**config.mk**
```make
export PLATFORM = sky130hd
export DESIGN_NAME = rcc_div_ratio_ctrl
export DESIGN_NICKNAME = d
export VERILOG_FILES = /design/src/rtl/rcc_div_ratio_ctrl.sv
export SDC_FILE = /design/constraint.sdc
export NUM_CORES = 1
export LEC_CHECK = 0
export CAP_MARGIN = 20
export CORE_MARGIN = 2
export CORE_UTILIZATION = 54
export CTS_CLUSTER_SIZE = 24
export DETAILED_ROUTE_END_ITERATION = 8
export PLACE_DENSITY = 0.89
export REMOVE_ABC_BUFFERS = 1
export SLEW_MARGIN = 40
export SYNTH_ARGS = -nofsm -noshare
export SYNTH_HDL_FRONTEND = slang
export SYNTH_SLANG_ARGS = --single-unit
export TNS_END_PERCENT = 10
```
**constraint.sdc**
```tcl
create_clock -name clk -period 3.9 [get_ports clk]
set_input_delay 0.78 -clock clk [delete_from_list [all_inputs] [get_ports clk]]
set_output_delay 0.78 -clock clk [all_outputs]
set_load 0.1 [all_outputs]
```
**src/rtl/rcc_div_ratio_ctrl.sv**
```systemverilog
// ---------------------------------------------------------------------------
// rcc_div_ratio_ctrl
//  Ratio-update initiator for one dynamic clock divider. A ratio change
//  request from the CSR side is applied to the divider in a glitch-safe
//  order. The divider is first gated with ratio 0 for SETTLE_CYC cycles. The
//  new ratio is then held for SETTLE_CYC cycles. Finally the block waits for
//  the divider's activity flag to confirm that it is running again.
//
// Ports
//  clk        control clock
//  rst        synchronous, active-high reset
//  req_valid  ratio change request
//  req_ratio  requested ratio (0 = gate the divider)
//  req_ready  request accepted when req_valid & req_ready (IDLE only)
//  ratio_o    registered ratio driven to the divider
//  div_en_i   divider activity flag, asynchronous to clk
//  busy       update in progress
//  cur_ratio  last committed ratio
//  done       1-cycle pulse, update finished successfully
//  err        1-cycle pulse, confirmation timed out
// ---------------------------------------------------------------------------
module rcc_div_ratio_ctrl #(
   parameter int RATIO_WID   = 8,
   parameter int RESET_RATIO = 1,
   parameter int SETTLE_CYC  = 4,
   parameter int SYNC_STAGES = 2,
   parameter int TIMEOUT     = 64
) (
   input  logic                 clk,
   input  logic                 rst,
   input  logic                 req_valid,
   input  logic [RATIO_WID-1:0] req_ratio,
   output logic                 req_ready,
   output logic [RATIO_WID-1:0] ratio_o,
   input  logic                 div_en_i,
   output logic                 busy,
   output logic [RATIO_WID-1:0] cur_ratio,
   output logic                 done,
   output logic                 err
);

   typedef enum logic [1:0] {
      S_IDLE,
      S_GATE,
      S_LOAD,
      S_CONFIRM
   } state_e;

   // One down-counter serves both the settle phases and the confirm timeout.
   localparam int CNT_MAX = (SETTLE_CYC > TIMEOUT) ? SETTLE_CYC : TIMEOUT;
   localparam int CNT_W   = (CNT_MAX > 1) ? $clog2(CNT_MAX) : 1;

   localparam logic [CNT_W-1:0]     SETTLE_LD  = CNT_W'(SETTLE_CYC - 1);
   localparam logic [CNT_W-1:0]     TIMEOUT_LD = CNT_W'(TIMEOUT - 1);
   localparam logic [RATIO_WID-1:0] RST_RATIO  = RATIO_WID'(RESET_RATIO);

   state_e                 state_q, state_d;
   logic [CNT_W-1:0]       cnt_q, cnt_d;
   logic [RATIO_WID-1:0]   nr_q, nr_d;
   logic [RATIO_WID-1:0]   ratio_q, ratio_d;
   logic [RATIO_WID-1:0]   cur_q, cur_d;
   logic                   done_q, done_d;
   logic                   err_q, err_d;
   logic [SYNC_STAGES-1:0] sync_q, sync_d;

   logic den_s;
   logic accept;
   logic fin_ok;
   logic fin_err;

   // Plain synchronizer chain; the flag is only looked at in CONFIRM.
   assign sync_d = {sync_q[SYNC_STAGES-2:0], div_en_i};
   assign den_s  = sync_q[SYNC_STAGES-1];

   assign accept = req_valid && (state_q == S_IDLE);

   // -------------------------------------------------------------------------
   // State register (and all other flops)
   // -------------------------------------------------------------------------
   // NOTE: reset is sampled on the clock edge only, so rst mid-update simply
   // wins over the computed next state on that edge.
   always_ff @(posedge clk) begin
      if (rst) begin
         // NOTE: non-blocking assignments keep every flop reading pre-edge values.
         state_q <= S_IDLE;
         cnt_q   <= '0;
         nr_q    <= '0;
         ratio_q <= RST_RATIO;
         cur_q   <= RST_RATIO;
         done_q  <= 1'b0;
         err_q   <= 1'b0;
         sync_q  <= '0;
      end else begin
         state_q <= state_d;
         cnt_q   <= cnt_d;
         nr_q    <= nr_d;
         ratio_q <= ratio_d;
         cur_q   <= cur_d;
         done_q  <= done_d;
         err_q   <= err_d;
         sync_q  <= sync_d;
      end
   end

   // -------------------------------------------------------------------------
   // Next-state logic
   // -------------------------------------------------------------------------
   always_comb begin
      // NOTE: every comb output gets a default first so no path infers a latch.
      state_d = state_q;
      cnt_d   = cnt_q;
      nr_d    = nr_q;
      fin_ok  = 1'b0;
      fin_err = 1'b0;
      unique case (state_q)
         S_IDLE: begin
            if (accept) begin
               nr_d = req_ratio;
               // Re-requesting the committed ratio completes without gating.
               if (req_ratio == cur_q) begin
                  fin_ok = 1'b1;
               end else begin
                  state_d = S_GATE;
                  cnt_d   = SETTLE_LD;
               end
            end
         end
         S_GATE: begin
            if (cnt_q == '0) begin
               if (nr_q == '0) begin
                  // Gating was the whole request: the divider stays stopped.
                  state_d = S_IDLE;
                  fin_ok  = 1'b1;
               end else begin
                  state_d = S_LOAD;
                  cnt_d   = SETTLE_LD;
               end
            end else begin
               cnt_d = cnt_q - 1'b1;
            end
         end
         S_LOAD: begin
            if (cnt_q == '0) begin
               state_d = S_CONFIRM;
               cnt_d   = TIMEOUT_LD;
            end else begin
               cnt_d = cnt_q - 1'b1;
            end
         end
         S_CONFIRM: begin
            if (den_s) begin
               state_d = S_IDLE;
               fin_ok  = 1'b1;
            end else if (cnt_q == '0) begin
               state_d = S_IDLE;
               fin_err = 1'b1;
            end else begin
               cnt_d = cnt_q - 1'b1;
            end
         end
         default: state_d = S_IDLE;
      endcase
   end

   // -------------------------------------------------------------------------
   // Output logic
   // -------------------------------------------------------------------------
   always_comb begin
      // Ratio follows the phase being entered; IDLE holds whatever was last
      // driven (0 after a gate-only request, nr after confirm or timeout).
      unique case (state_d)
         S_GATE:            ratio_d = '0;
         S_LOAD, S_CONFIRM: ratio_d = nr_d;
         default:           ratio_d = ratio_q;
      endcase
      // A timed-out update is still committed: the divider holds nr.
      cur_d  = (fin_ok || fin_err) ? nr_d : cur_q;
      done_d = fin_ok;
      err_d  = fin_err;
   end

   assign req_ready = (state_q == S_IDLE);
   assign busy      = (state_q != S_IDLE);
   assign ratio_o   = ratio_q;
   assign cur_ratio = cur_q;
   assign done      = done_q;
   assign err       = err_q;

endmodule

```
==> flow_summary.toml <==
[status]
status = "finished with violations"
failed_checks = "DRC"

[setup_path]
crit_start = "req_ratio[2]"
critical_path_class = "input pin to flop"
regToRegStartpoint = "cnt_q[0]"
max_stage_delay_ps = 490
cp_top_family = "simple AND/OR/NAND/NOR gates"
cp_cell_sequence = "clkdlybuf4s50_1 -> xor2_1 -> nor4_1 -> a21oi_1 -> nor3_4 -> a22o_2"
worstPathRequired_ps = 4180
crit_buf_inv = 1
crit_path_max_fanout = 9
start_kind = "input pin"
crit_arrival_ps = 2850
end_kind = "flop"
crit_path_top_delay_cell = "nor4_1"

[logic_synthesis]
synth_top_area_share_pct = 44.4
synth.area.top_cells = "dfxtp_1, mux2_2, a21oi_1"
synth_area_um2 = 1620
ys_ff_latch = 36
netlist_instances = 171
synth_top_area_cell = "dfxtp_1"
synthDistinctLibCells = 40
ys.warnings.count = 0
synth.avg_cell_area_um2 = 9.49
synth_edf_count = 0
async_flop_share_pct = 0
yosysSeqAreaShare_pct = 44.4
synth_flop_cell = "dfxtp_1"
synth.most_common_cell = "dfxtp_1"
synth_common_cells = "dfxtp_1, nand2_1, a21oi_1"

[grt]
grt_first_pass_wirelength_um = 5870
grt_pass1_vias = 1345
grt_use_total_pct = 22.6
overflow = 0
antenna_found_initial = 0
grt_max_degree = 16

[clocking]
cts.sinks = 36
cts-htree-levels = 2
clk_pin_slew_ps = 100
insertion_delay_ps = 330
clock_path_buffers = 2
root_buffer = "clkbuf_4"
hold_buffers = 0
cts_tree = "yes"
post_cts_buffers = 0
cts_resized = 0
cts_made_buffers = 5

[layout]
layout-drive-gt1-share_pct = 27.5
num_antenna_cells = 0
synthToLayoutAreaGrowth_pct = 18.3
nNetsFinal = 216

[sta]
hold_violations = 0
skew_ps = 5.38
min_period_ps = 2570
finalCritPeriodShare_pct = 65.9
worst_pin_slew_ps = 642
setup_ws_ps = 1330
slew_headroom_pct = 57.0
finalMaxSlewViolations = 0
setup_tns_ps = 0
setup_viol = 0
rsz0062_at_grt = "false"
fmax_mhz = 389

[floorplan]
die_area_um2 = 3460
rows = 19
start_util_pct = 57.9
io_pins = 32
die_h_um = 58.8
chipWidth_um = 58.8
coreArea_um2 = 2810

[drt]
vias = 1381
ant_nets = 0
drc = 1
viasPerCell = 5.88
wirelength_um = 3690
drt_iter0_drc = 73
drt_first_pass_iters = 6
routedWlPerCell_um = 15.7

[placed_design]
hpwl_um = 2700
dpl_worst_slack_ps = 1080
gp_congestion = 0.840
io_buffers = 31

[pwr]
p_leak_nw = 0.837
power_density_nw_per_um2 = 802
irDropWorstVdd_uv = 384
p_total_mw = 1.54

[hold_path]
hold_class = "flop to flop"
hold_path_startpoint = "sync_q[0]"

[flow_run]
cap_violations = 0
[worst paths after layout]
check | depth (start not counted) | slack [ps] | to
worst max register to register | 7 | 1660 | ratio_o[0]
worst min register to register | 1 | 460 | sync_q[1]
worst max-delay path | 6 | 1330 | ratio_o[2]
worst min-delay path | 1 | 460 | sync_q[1]
[sequential cells by signal, indices dropped and copies added, names as in the netlist]
signal	cells
cur_ratio	8
err	1
cnt_q	6
nr_q	8
done	1
sync_q	2
state_q	2
ratio_o	8
[logic make-up (layout without fill, tap and decap cells)]
kind of cell               after synthesis  after routing  synth area share (%)
buffers and inverters                   13             46                  3.55
muxes                                    9              9                  6.17
DFF                                     36             36                  44.4
and+or+nand+nor                         65             65                  23.1
adders and majority gates                1              1                 0.771
xor gates and xnor gates                 8              8                  4.32
AOI/OAI and AO/OA                       39             39                  17.7
[through the flow]
step	cells	hold slack [ps]	instance area (µm²)	util [%]
global route	235	478	1920	68.5
finish	235	457	1920	68.5
floorplan	164	414	1590	-
CTS	235	456	1920	68.5
detailed placement	227	432	1840	65.7
global placement	227	421	1940	69.3
[power breakdown]
part           internal [mW]  leakage, nW  switching [mW]
Combinational          0.217        0.501           0.564
Clock                  0.134       0.0422           0.120
Sequential             0.435        0.294          0.0690
Total                  0.786        0.837           0.753
[placed cells by master, fill, tap and decap left out, types with 4 or more instances in the layout]
cell / n
a21oi_1: 15
a22o_2: 7
buf_2: 20
clkbuf_4: 5
clkdlybuf4s50_1: 11
dfxtp_1: 36
inv_1: 6
mux2_2: 8
nand2_1: 18
nor2_1: 8
nor2b_1: 12
nor3_1: 6
nor4_1: 5
o21ai_0: 4
xor2_1: 8
[routing by layer]
layer | GRT usage (%) | vias to the layer above | wire length, µm
li1 | - | 673 | -
met1 | 27.5 | 651 | 1640
met2 | 37.6 | 48 | 1820
met3 | 4.84 | 9 | 172
met4 | 11.0 | 0 | 68
met5 | 0 | - | 0
[final cells by class]
class                   count  area, µm²
well taps                  31       38.8
multi-input cells         122        845
fillers                   229        885
repair buffers             32        218
flip-flops and latches     36        721
clock inverters             2       35.0
clock buffers               6       41.3
inverters                   6       22.5
(Power assumes the default switching activity.)
